$ cat src/rtl/vram_port_arbiter.sv
// Single-port VRAM arbiter: display fetch has absolute priority, writers share gaps round-robin.
// Optional VRAM_VBLANK_ONLY_WR_EN restricts writes to vertical blanking.
module vram_port_arbiter #(
   parameter int N_WR      = 2,
   parameter int ADDR_W    = 21,
   parameter int DATA_W    = 12,
   parameter int MAX_BURST = 16
) (
   input  logic                     clk,
   input  logic                     rst,
   input  logic                     vblnk,
   input  logic                     rd_req,
   input  logic [ADDR_W-1:0]        rd_addr,
   output logic                     rd_valid,
   output logic [DATA_W-1:0]        rd_data,
   input  logic [N_WR-1:0]          wr_req,
   input  logic [N_WR*ADDR_W-1:0]   wr_addr,
   input  logic [N_WR*DATA_W-1:0]   wr_data,
   output logic [N_WR-1:0]          wr_ack,
   output logic                     mem_en,
   output logic                     mem_we,
   output logic [ADDR_W-1:0]        mem_addr,
   output logic [DATA_W-1:0]        mem_wdata,
   input  logic [DATA_W-1:0]        mem_rdata
);

   localparam int IW = (N_WR > 1) ? $clog2(N_WR) : 1;
   localparam int CW = $clog2(MAX_BURST + 1);

   typedef enum logic {IDLE, BURST} state_t;

   state_t            state_q;
   logic [IW-1:0]     owner_q;
   logic [IW-1:0]     ptr_q;
   logic [CW-1:0]     cnt_q;
   logic              hold_q;
   logic              rd_valid_q;
   logic [N_WR-1:0]   wr_ack_q;
   logic              mem_en_q;
   logic              mem_we_q;
   logic [ADDR_W-1:0] mem_addr_q;
   logic [DATA_W-1:0] mem_wdata_q;

   logic              win;
   logic              slot;
   logic              pick_vld;
   logic [IW-1:0]     pick_idx;
   logic              wr_go_d;
   logic [IW-1:0]     wr_sel_d;
   logic              drop_d;
   logic [CW-1:0]     cnt_d;
   logic              last_d;

`ifdef VRAM_VBLANK_ONLY_WR_EN
   assign win = vblnk;
`else
   logic unused_vblnk;
   assign unused_vblnk = vblnk;
   assign win = 1'b1;
`endif

   assign slot = !rd_req && win;

   function automatic logic [IW-1:0] nxt(input logic [IW-1:0] x);
      return (int'(x) == N_WR - 1) ? '0 : x + 1'b1;
   endfunction

   // Walk downward so the writer closest to the pointer is the last to win.
   always_comb begin
      pick_vld = 1'b0;
      pick_idx = '0;
      for (int i = N_WR - 1; i >= 0; i--) begin
         int j;
         j = int'(ptr_q) + i;
         if (j >= N_WR) j = j - N_WR;
         if (wr_req[j]) begin
            pick_vld = 1'b1;
            pick_idx = IW'(j);
         end
      end
   end

   // hold_q masks the ack cycle, where wr_req still shows the acked word.
   always_comb begin
      wr_go_d  = 1'b0;
      wr_sel_d = owner_q;
      drop_d   = 1'b0;
      if (!hold_q) begin
         unique case (state_q)
            IDLE: begin
               if (slot && pick_vld) begin
                  wr_go_d  = 1'b1;
                  wr_sel_d = pick_idx;
               end
            end
            BURST: begin
               if (!wr_req[owner_q]) drop_d = 1'b1;
               else if (slot) wr_go_d = 1'b1;
            end
         endcase
      end
      cnt_d  = (state_q == IDLE) ? CW'(1) : cnt_q + 1'b1;
      last_d = (cnt_d == CW'(MAX_BURST));
   end

   always_ff @(posedge clk or posedge rst) begin
      if (rst) begin
         state_q     <= IDLE;
         owner_q     <= '0;
         ptr_q       <= '0;
         cnt_q       <= '0;
         hold_q      <= 1'b0;
         rd_valid_q  <= 1'b0;
         wr_ack_q    <= '0;
         mem_en_q    <= 1'b0;
         mem_we_q    <= 1'b0;
         mem_addr_q  <= '0;
         mem_wdata_q <= '0;
      end else begin
         rd_valid_q <= mem_en_q && !mem_we_q;
         wr_ack_q   <= '0;
         mem_en_q   <= 1'b0;
         mem_we_q   <= 1'b0;
         hold_q     <= wr_go_d;
         if (rd_req) begin
            mem_en_q   <= 1'b1;
            mem_addr_q <= rd_addr;
         end else if (wr_go_d) begin
            mem_en_q           <= 1'b1;
            mem_we_q           <= 1'b1;
            mem_addr_q         <= wr_addr[wr_sel_d*ADDR_W +: ADDR_W];
            mem_wdata_q        <= wr_data[wr_sel_d*DATA_W +: DATA_W];
            wr_ack_q[wr_sel_d] <= 1'b1;
         end
         if (wr_go_d) begin
            owner_q <= wr_sel_d;
            cnt_q   <= cnt_d;
            if (last_d) begin
               state_q <= IDLE;
               ptr_q   <= nxt(wr_sel_d);
            end else begin
               state_q <= BURST;
            end
         end else if (drop_d) begin
            state_q <= IDLE;
            ptr_q   <= nxt(owner_q);
         end
      end
   end

   assign rd_valid  = rd_valid_q;
   assign rd_data   = rd_valid_q ? mem_rdata : '0;
   assign wr_ack    = wr_ack_q;
   assign mem_en    = mem_en_q;
   assign mem_we    = mem_we_q;
   assign mem_addr  = mem_addr_q;
   assign mem_wdata = mem_wdata_q;

endmodule

$ cat config.mk
export PLATFORM = sky130hd
export DESIGN_NAME = vram_port_arbiter
export DESIGN_NICKNAME = d
export VERILOG_FILES = /design/src/rtl/vram_port_arbiter.sv
export SDC_FILE = /design/constraint.sdc
export NUM_CORES = 1
export LEC_CHECK = 0
export ABC_AREA = 0
export BUFFER_PORTS_ARGS = -buffer_cell sky130_fd_sc_hd__buf_2
export CORE_AREA = 4 4 80 82
export DETAILED_ROUTE_END_ITERATION = 6
export DIE_AREA = 0 0 84 86
export PLACE_DENSITY = 0.92
export SYNTH_ARGS = -nofsm -noshare
export SYNTH_HDL_FRONTEND = slang
export SYNTH_SLANG_ARGS = --single-unit
export TNS_END_PERCENT = 100
$ cat constraint.sdc
create_clock -name clk -period 3 [get_ports clk]
set_input_delay 0.6 -clock clk [delete_from_list [all_inputs] [get_ports clk]]
set_output_delay 0.6 -clock clk [all_outputs]
set_load 0.01 [all_outputs]
==> results of run 1 <==
## cell families (layout without fill, tap and decap cells)
group	Yosys count	after routing	share of synthesized area [%]
AO/OA/AOI/OAI	46	46	16.9
XOR/XNOR	1	1	0.352
adder cells (fa/ha/maj)	1	1	0.502
buffers and inverters	24	172	7.08
flip-flops	47	47	47.2
multiplexers	24	24	9.74
AND/OR/NAND/NOR	93	93	18.2
## routing by layer
layer	up-vias	wire length (microns)	GRT usage, %
li1	1131	-	-
met1	1149	2740	24.5
met2	73	3840	34.6
met3	10	310	3.27
met4	0	106	6.73
met5	-	0	0
## final timing paths
path                                 to  slack, ps  depth (start not counted)  startpoint
setup reg to reg           mem_wdata[0]        710                          6     state_q
hold reg to reg                rd_valid        430                          1      mem_we
hold / removal                 rd_valid        430                          1      mem_we
min in group asynchronous   mem_addr[1]        510                          2         rst
setup / recovery           mem_wdata[0]        710                          6     state_q
max in group asynchronous         ptr_q       1870                          2         rst
## power by group through the flow
| stage | clock network (mW) | logic [mW] | registers [mW] |
|---|---|---|---|
| 2_1_floorplan | 0 | 0.844 | 1.08 |
| 3_5_place_dp | 0 | 1.27 | 1.04 |
| 4_1_cts | 0.410 | 1.27 | 1.03 |
| 6_report | 0.402 | 1.25 | 1.04 |
| 3_3_place_gp | 0 | 1.22 | 1.03 |
| 5_1_grt | 0.442 | 1.38 | 1.07 |
## placed cells by master, fill, tap and decap left out, drive strengths merged
| cell type | synthesis | routed |
|---|---|---|
| a31oi | 12 | 12 |
| and2 | 12 | 12 |
| and3 | 1 | 1 |
| a21oi | 3 | 3 |
| clkbuf | 5 | 7 |
| nand2 | 28 | 28 |
| o2bb2ai | 1 | 1 |
| xor2 | 1 | 1 |
| a311oi | 1 | 1 |
| a221o | 21 | 21 |
| a21o | 1 | 1 |
| nor2b | 1 | 1 |
| buf | 13 | 158 |
| dfrtp | 47 | 47 |
| nor3 | 1 | 1 |
| mux2i | 22 | 22 |
| or2 | 1 | 1 |
| inv | 5 | 5 |
| mux2 | 2 | 2 |
| ha | 1 | 1 |
| nand2b | 4 | 4 |
| o21ai | 2 | 2 |
| nand3 | 3 | 3 |
| a311o | 1 | 1 |
| a22oi | 1 | 1 |
| a21boi | 1 | 1 |
| clkinv | 1 | 2 |
| a22o | 2 | 2 |
| nor2 | 38 | 38 |
| nor3b | 1 | 1 |
| nor4b | 3 | 3 |
## final cells by class
class	count	area [sq um]	share of cell area [%]
flip-flops and latches	47	1180	34.9
well taps	75	93.8	2.79
clock inverters	1	8.76	0.260
clock buffers	7	86.3	2.57
repair buffers	158	816	24.2
multi-input cells	165	1160	34.4
inverters	6	27.5	0.818
## state kept, by name, summed over array words and instances (netlist names)
signal,count
rd_valid,1
state_q,1
owner_q,1
cnt_q,5
mem_addr,21
ptr_q,1
hold_q,1
mem_wdata,12
wr_ack,2
mem_en,1
mem_we,1
## worst max-delay path, cell delays in order (launching register included)
cell and delay, ps:
dfrtp_1 610, nand2b_1 120, a21oi_2 250, or2_1 560, clkinv_4 360, nor2_2 190, a31oi_2 50
==> metrics.md, run 1 <==
| Metric | Value |
|---|---|
| Outcome | `finished, final reports clean` |
| Max-slew headroom | `35.7%` |
| CTS H-tree lvls | `2` |
| Total track usage | `19.6%` |
| Yosys cell types | `41` |
| Die height | `86 microns` |
| Final ANT Viol Nets | `0` |
| Synthesis-to-finish area growth | `35.1%` |
| Port Buffer Count | `153` |
| CTS Hold Bufs | `0` |
| RSZ-0062 raised after global routing | `no` |
| Post-route cell area | `3370 sq um` |
| CTS max path bufs | `2` |
| CP startpoint kind | `register` |
| DR vias | `2363` |
| DRC | `0` |
| Placed instance count | `451` |
| CTS tree | `done` |
| Clock Power Share | `14.9%` |
| GRT overflow | `0` |
| Net switching power | `1.07 mW` |
| Root Buffer | `clkbuf_8` |
| Slew @ Worst Pin | `963 ps` |
| Vias per cell | `5.15` |
| DIE AREA | `7220 sq um` |
| RD Place Congestion | `0.836` |
| Gate power share | `46.6%` |
| P_leak | `1.76 nW` |
| IO Count | `155` |
| Fin crit share | `76.4%` |
| Initial antenna violation count | `0` |
| Vias in the first global route | `2423` |
| Worst slack at placement | `521 ps` |
| Register bit total from synthesis | `47` |
| Hold Vio Cnt, Final | `0` |
| Share of cells above drive strength 1 | `47.9%` |
| Syn_nets | `342` |
| Switch share | `39.7%` |
| Max-Cap Viols | `0` |
| Warnings, synthesis | `0` |
| Finished Layout Cells | `459` |
| CP arrival | `2460 ps` |
| Core Area | `5750 sq um` |
| Largest net degree at the start of global routing | `48` |
| Max Fanout on Critical Path | `27` |
| Top cell type's share of synthesized area | `47.2%` |
| Ant. Diodes | `0` |
| FP Rows | `28` |
| Final Skew | `11.5 ps` |
| Iteration-0 DRC Markers | `94` |
| Clk sinks | `47` |
| Die width | `84 microns` |
| Ys flop type | `dfrtp_1` |
| Slew Limit Fails | `0` |
| Commonest cells in the netlist | `47 x dfrtp_1, 33 x nor2_1, 28 x nand2_1` |
| Async SR Flop Fraction | `100%` |
| PnR Total Power | `2.69 mW` |
| Avg Cell Area, Syn | `10.6 sq um` |
| Count leader, synth | `dfrtp_1` |
| Total negative slack | `0 ps` |
| Critical Path End Type | `register` |
| TritonCTS Buffers | `5` |
| Synth Cell Area | `2490 sq um` |
| Peak supply drop | `456 uV` |
| Synth Instances | `236` |
| Count of final setup violators | `0` |
| Area contributors post-synth | `dfrtp_1 47%, mux2i_1 8.8%, a221o_1 8.4%, nor2_1 5.0%, nand2_1 4.2%` |
| Setup CP Type | `register to register` |
| Worst-Skew Late Latency | `300 ps` |
| Worst Hold Slack | `426 ps` |
| Reg power frac | `38.5%` |
| Reg clk slew, reported paths | `90 ps` |
| Post-CTS Resized | `0` |
| Final WL | `6990 microns` |
| Int Pwr | `1.62 mW` |
| Post-DP HPWL | `5440 microns` |
| Post-synth EDFFs | `0` |
| Cell Area, Placed | `3270 sq um` |
| Seq/Total Area, Yosys | `47.2%` |
| Filler cells | `523` |
| Class of the worst hold path | `register to register` |
| Drt first pass iters | `4` |
| Post-layout nets | `489` |
| Setup Buffers After CTS | `0` |
| Util after Layout | `58.6%` |
| Initial core utilization | `43.4%` |
| Wirelength per Cell | `15.2 microns` |
| Peak Freq | `436 MHz` |
| Min Tclk post-route | `2290 ps` |
| First-pass GRT wire length | `11500 microns` |
| PwrDens | `799 nW/um^2` |
| PnR worst setup slack | `708 ps` |
| Worst EP required | `3160 ps` |
| Synth area leader | `dfrtp_1` |
(Power assumes the default switching activity.)
==> run 2, diff against run 1 <==
--- a/config.mk
+++ b/config.mk
@@ -7,10 +7,10 @@
 export LEC_CHECK = 0
 export ABC_AREA = 0
 export BUFFER_PORTS_ARGS = -buffer_cell sky130_fd_sc_hd__buf_2
-export CORE_AREA = 4 4 80 82
+export CORE_AREA = 4 4 85 87
 export DETAILED_ROUTE_END_ITERATION = 6
-export DIE_AREA = 0 0 84 86
-export PLACE_DENSITY = 0.92
+export DIE_AREA = 0 0 89 91
+export PLACE_DENSITY = 0.86
 export SYNTH_ARGS = -nofsm -noshare
 export SYNTH_HDL_FRONTEND = slang
 export SYNTH_SLANG_ARGS = --single-unit
==> constraint.sdc (replaced) <==
create_clock -name clk -period 1.9 [get_ports clk]
set_input_delay 0.38 -clock clk [delete_from_list [all_inputs] [get_ports clk]]
set_output_delay 0.38 -clock clk [all_outputs]
set_load 0.01 [all_outputs]
==> metrics.md, run 2 (synthesized netlist as in run 1, its figures left out) <==
| Metric | Value |
|---|---|
| Outcome | `finished, final reports clean` |
| Worst-Skew Late Latency | `300 ps (about the same)` |
| Setup Buffers After CTS | `0 (unchanged)` |
| Initial core utilization | `39.2% (-4.1 points)` |
| Fin crit share | `94.8% (+18 points)` |
| Drt first pass iters | `4 (unchanged)` |
| Initial antenna violation count | `0 (unchanged)` |
| CP arrival | `1980 ps (-480 ps)` |
| Clk sinks | `47 (unchanged)` |
| Max-slew headroom | `69.1% (+33 points)` |
| RSZ-0062 raised after global routing | `no` |
| Root Buffer | `clkbuf_8` |
| Largest net degree at the start of global routing | `28 (-42%)` |
| Most frequent cells in the layout | `153 x buf_2, 47 x dfrtp_1, 33 x nor2_1` |
| CP dominant cell by count | `buf_4` |
| Post-layout nets | `505 (+3.3%)` |
| Worst Setup SP | `state_q` |
| Count of final setup violators | `0 (unchanged)` |
| FF-to-FF End | `ptr_q` |
| CP startpoint kind | `register` |
| Class of the worst hold path | `input pin to asynchronous set/reset pin` |
| P_leak | `1.84 nW (+4.9%)` |
| FP Rows | `29 (+3.6%)` |
| DR vias | `2417 (+2.3%)` |
| Total negative slack | `0 ps (unchanged)` |
| Post-route cell area | `3550 sq um (+5.4%)` |
| Flop-to-flop setup slack | `100 ps (-610 ps)` |
| Critical Path End Type | `register` |
| Final Skew | `11.2 ps (-0.358 ps)` |
| PnR Total Power | `4.49 mW (+67%)` |
| CTS tree | `done` |
| Share of cells above drive strength 1 | `51.5% (+3.6 points)` |
| Max FFs per register | `21 (unchanged)` |
| Peak Freq | `555 MHz (+27%)` |
| Iteration-0 DRC Markers | `60 (-36%)` |
| Vias per cell | `5.07 (-1.6%)` |
| PwrDens | `1270 nW/um^2 (+58%)` |
| Max Fanout on Critical Path | `6 (-78%)` |
| Final WL | `6850 microns (-2.1%)` |
| Vias in the first global route | `2385 (-1.6%)` |
| Ant. Diodes | `0 (unchanged)` |
| Cell Area, Placed | `3410 sq um (+4.3%)` |
| Max-Cap Viols | `0 (unchanged)` |
| First-pass GRT wire length | `10600 microns (-8.4%)` |
| DRC | `0 (unchanged)` |
| Crit-path cells | `buf_4 -> nand2b_1 -> a21oi_2 -> buf_4 -> nor4b_4 -> a21oi_1 -> mux2_1` |
| Filler cells | `586 (+12%)` |
| Die height | `91 microns (+5.8%)` |
| Total track usage | `16.3% (-3.4 points)` |
| Wirelength per Cell | `14.4 microns (-5.8%)` |
| CP max-delay cell | `dfrtp_1` |
| Setup CP Type | `register to register` |
| Worst r2r src | `state_q` |
| Worst EP required | `2080 ps (-1080 ps)` |
| Min Tclk post-route | `1800 ps (-491 ps)` |
| GRT overflow | `0 (unchanged)` |
| CTS Hold Bufs | `0 (unchanged)` |
| R2R cell count | `7 (+1)` |
| TritonCTS Buffers | `5 (unchanged)` |
| Core Area | `6350 sq um (+11%)` |
| RD Place Congestion | `0.798 (-4.7%)` |
| DIE AREA | `8100 sq um (+12%)` |
| Hold Vio Cnt, Final | `0 (unchanged)` |
| Final ANT Viol Nets | `0 (unchanged)` |
| Slew Limit Fails | `0 (unchanged)` |
| Commonest non-fill, non-tap cell in the layout | `buf_2` |
| Port Buffer Count | `153 (unchanged)` |
| CTS max path bufs | `2 (unchanged)` |
| IO Count | `155 (unchanged)` |
| Synthesis-to-finish area growth | `42.3%` |
| Max incr delay on CP | `480 ps (-130 ps)` |
| Peak supply drop | `783 uV (+72%)` |
| Register area | `1180 sq um (unchanged)` |
| Area of the multi-input gates | `1180 sq um (+1.7%)` |
| Post-DP HPWL | `5430 microns (about the same)` |
| Reg clk slew, reported paths | `90 ps (about the same)` |
| Slew @ Worst Pin | `462 ps (-500 ps)` |
| CTS H-tree lvls | `2 (unchanged)` |
| Die width | `89 microns (+6.0%)` |
-- run 2: how the worst max path moves through the flow --
stage               slack [ps]  cells past startpoint       endpoint
floorplan                  140                      8   mem_addr[12]
global placement            -4                      7   mem_wdata[0]
detailed placement         -70                      7  mem_wdata[11]
CTS                         40                      6          ptr_q
global route                 8                      7   mem_addr[17]
finish                     100                      7          ptr_q
-- run 2: metal layers --
layer  GRT usage [%]  vias up  part of all wire [%]
li1                -     1163                     -
met1            18.0     1120                    36
met2            29.6      127                    50
met3            5.25        7                    12
met4            3.72        0                   1.0
met5               0        -                     0
-- run 2: through the flow --
step	setup WS [ps]	instances	util, %	hold WS, ps
after global routing	8.27	477	55.8	114
after floorplan	143	236	-	459
final	98.7	477	55.8	85.3
after CTS	40.5	476	55.5	97.3
after global placement	-3.80	468	53.7	414
after detailed placement	-69.0	468	53.7	423
-- run 2: report_power, final --
part / switching (mW) / internal, mW / leakage [nW]
clock: 0.333 / 0.331 / 0.0505
sequential: 0.252 / 1.35 / 0.560
combinational: 1.14 / 1.09 / 1.23
-- run 2: timing repair --
item,4_1_cts,5_1_grt
resized for setup,3,3
setup endpoints to repair,10,20
cloned,0,1
-- run 2: area by class of cell --
cell class,count,share of cell area [%]
multi-input cells,165,33.2
flip-flops and latches,47,33.2
repair buffers,173,26.9
clock buffers,7,2.72
well taps,77,2.72
inverters,6,0.882
clock inverters,1,0.212
repair inverters,1,0.212
-- run 2: worst max-delay path, delay by kind of cell (launching register included) --
kind / cells / cell delay, ps
AOI/OAI and AO/OA: 2 / 190
buffers and inverters: 2 / 320
DFF: 1 / 480
muxes: 1 / 320
and+or+nand+nor: 2 / 370
==> run 3, diff against run 2 <==
--- a/config.mk
+++ b/config.mk
@@ -10,7 +10,7 @@
 export CORE_AREA = 4 4 85 87
 export DETAILED_ROUTE_END_ITERATION = 6
 export DIE_AREA = 0 0 89 91
-export PLACE_DENSITY = 0.86
+export PLACE_DENSITY = 0.76
 export SYNTH_ARGS = -nofsm -noshare
 export SYNTH_HDL_FRONTEND = slang
 export SYNTH_SLANG_ARGS = --single-unit
==> constraint.sdc (replaced) <==
create_clock -name clk -period 1.9 [get_ports clk]
set_input_delay 0.475 -clock clk [delete_from_list [all_inputs] [get_ports clk]]
set_output_delay 0.475 -clock clk [all_outputs]
set_load 0.02 [all_outputs]
==> metrics.md, run 3 (synthesized netlist as in run 1, its figures left out) <==
| Metric | Value |
|---|---|
| Grt met3 use | `4.07% (-1.2 points)` |
| TritonCTS Buffers | `5 (unchanged)` |
| Post-layout nets | `501 (-0.79%)` |
| P_leak | `1.82 nW (-1.1%)` |
| Total track usage | `16.7% (+0.45 points)` |
| FP Rows | `29 (unchanged)` |
| IO Count | `155 (unchanged)` |
| PwrDens | `1320 nW/um^2 (+4.2%)` |
| GR peak layer | `met2` |
| Worst-Skew Late Latency | `300 ps (about the same)` |
| Critical Path End Type | `register` |
| Iteration-0 DRC Markers | `76 (+27%)` |
| DR vias | `2354 (-2.6%)` |
| Port Buffer Count | `153 (unchanged)` |
| Post-DP HPWL | `5430 microns (about the same)` |
| Placed instance count | `465 (-0.64%)` |
| Ant. Diodes | `0 (unchanged)` |
| Max Fanout on Critical Path | `27 (+21)` |
| Outcome | `finished, final reports clean` |
| Root Buffer | `clkbuf_8` |
| Count of final setup violators | `0 (unchanged)` |
| GRT overflow | `0 (unchanged)` |
| Met1 global-route usage | `19.3% (+1.2 points)` |
| Max-Cap Viols | `0 (unchanged)` |
| Switch share | `41.7% (+3.4 points)` |
| Fin crit share | `93.9% (-0.87 points)` |
| Peak supply drop | `747 uV (-4.6%)` |
| Min Tclk post-route | `1780 ps (-16.6 ps)` |
| Max FFs per register | `21 (unchanged)` |
| Reg clk slew, reported paths | `80 ps (about the same)` |
| RSZ-0062 raised after global routing | `no` |
| Finished Layout Cells | `471 (-1.3%)` |
| Final ANT Viol Nets | `0 (unchanged)` |
| Die height | `91 microns (unchanged)` |
| CTS tree | `done` |
| CP startpoint kind | `register` |
| Setup CP Type | `register to register` |
| CP arrival | `2000 ps (+20 ps)` |
| Initial antenna violation count | `0 (unchanged)` |
| Slew Limit Fails | `0 (unchanged)` |
| Die width | `89 microns (unchanged)` |
| Worst EP required | `2120 ps (+40 ps)` |
| Share of cells above drive strength 1 | `49.7% (-1.8 points)` |
| Setup Buffers After CTS | `0 (unchanged)` |
| Hold Vio Cnt, Final | `0 (unchanged)` |
| Most frequent cells in the layout | `153 x buf_2, 47 x dfrtp_1, 33 x nor2_1` |
| PnR Total Power | `4.60 mW (+2.5%)` |
| PnR worst setup slack | `115 ps (+16.6 ps)` |
| Clock Power Share | `11.9% (-2.9 points)` |
| CTS Hold Bufs | `0 (unchanged)` |
| Class of the worst hold path | `input pin to asynchronous set/reset pin` |
| Worst slack at placement | `-118 ps (-49.5 ps)` |
| Slew @ Worst Pin | `459 ps (-2.99 ps)` |
| Gate power share | `53.4% (+3.8 points)` |
| Core Area | `6350 sq um (unchanged)` |
| CTS H-tree lvls | `2 (unchanged)` |
| Net switching power | `1.92 mW (+12%)` |
| Final Skew | `6.06 ps (-5.10 ps)` |
| Vias per cell | `5.00 (-1.4%)` |
| Peak Freq | `560 MHz (+0.93%)` |
| Drt first pass iters | `4 (unchanged)` |
| RD Place Congestion | `0.814 (+2.1%)` |
| First-pass GRT wire length | `10700 microns (+1.1%)` |
| Largest net degree at the start of global routing | `28 (unchanged)` |
| CTS max path bufs | `2 (unchanged)` |
| DRC | `0 (unchanged)` |
| Commonest non-fill, non-tap cell in the layout | `buf_2` |
| Synthesis-to-finish area growth | `40.0%` |
| Int Pwr | `2.68 mW (-3.1%)` |
| Met2 usage | `29.3% (-0.31 points)` |
| Initial core utilization | `39.2% (unchanged)` |
| Reg power frac | `34.7% (-0.9 points)` |
| DIE AREA | `8100 sq um (unchanged)` |
| Vias in the first global route | `2338 (-2.0%)` |
| Filler cells | `586 (unchanged)` |
| Final WL | `6750 microns (-1.4%)` |
| Clk sinks | `47 (unchanged)` |
| Wirelength per Cell | `14.3 microns (-0.18%)` |
| Max-slew headroom | `69.3% (+0.20 points)` |
==> run 3: changes by cell type in the layout (fill, tap and decap cells not counted), sizes merged <==
cell and delta:
buf -3, clkinvlp -3, clkinv -1, inv +2, clkbuf -1
==> run 3: path summary, 6_finish.rpt <==
path,cells after the start,end,start,slack (ps)
worst max-delay path,6,mem_wdata[7],state_q,120
max in group asynchronous,3,rd_valid,rst,1220
worst min-delay path,2,mem_addr[7],rst,180
worst min register to register,1,rd_valid,mem_we,430
worst max register to register,6,mem_wdata[7],state_q,120
min in group clk,2,mem_addr[19],rd_addr[19],410
==> run 3: what timing repair did <==
item                                    CTS  global route
endpoints found under the hold margin     0             0
resized for setup                         0             3
endpoints found under the setup margin    0             8
==> run 3: stage by stage <==
stage               cell area, sq um  hold WS, ps  util [%]  setup TNS, ps
floorplan                       2490          459         -              0
global placement                3400          406      53.6           -700
detailed placement              3400          426      53.6          -1660
CTS                             3470          193      54.7              0
global route                    3490          205      54.9              0
finish                          3490          183      54.9              0
==> run 3: final cells by class <==
cell class | instances | area [sq um] | share of cell area (%)
Multi-Input combinational cell | 165 | 1170 | 33.5
Timing Repair Buffer | 170 | 943 | 27.1
Inverter | 6 | 30.0 | 0.861
Tap cell | 77 | 96.3 | 2.76
Sequential cell | 47 | 1180 | 33.7
Clock buffer | 6 | 72.6 | 2.08
==> run 3: power by group through the flow <==
| stage | Sequential [mW] | Combinational, mW | Clock (mW) |
|---|---|---|---|
| 3_5_place_dp | 1.60 | 2.48 | 0 |
| 2_1_floorplan | 1.91 | 1.37 | 0 |
| 3_3_place_gp | 1.60 | 2.40 | 0 |
| 6_report | 1.60 | 2.46 | 0.550 |
| 4_1_cts | 1.60 | 2.47 | 0.573 |
| 5_1_grt | 1.65 | 2.67 | 0.607 |
==> run 3: layer usage <==
metal | vias to the layer above | routed length [microns] | share of wire (%)
met4 | 0 | 192 | 2.8
li1 | 1149 | - | -
met3 | 16 | 464 | 6.9
met5 | - | 0 | 0
met2 | 87 | 3510 | 52
met1 | 1102 | 2580 | 38
==> run 3: critical path: stages (launching register included) <==
cell     delay [ps]
dfrtp_1         470
a311o_1         430
or2_1           270
buf_12          170
inv_8           150
nor2_1           70
a31oi_1         150
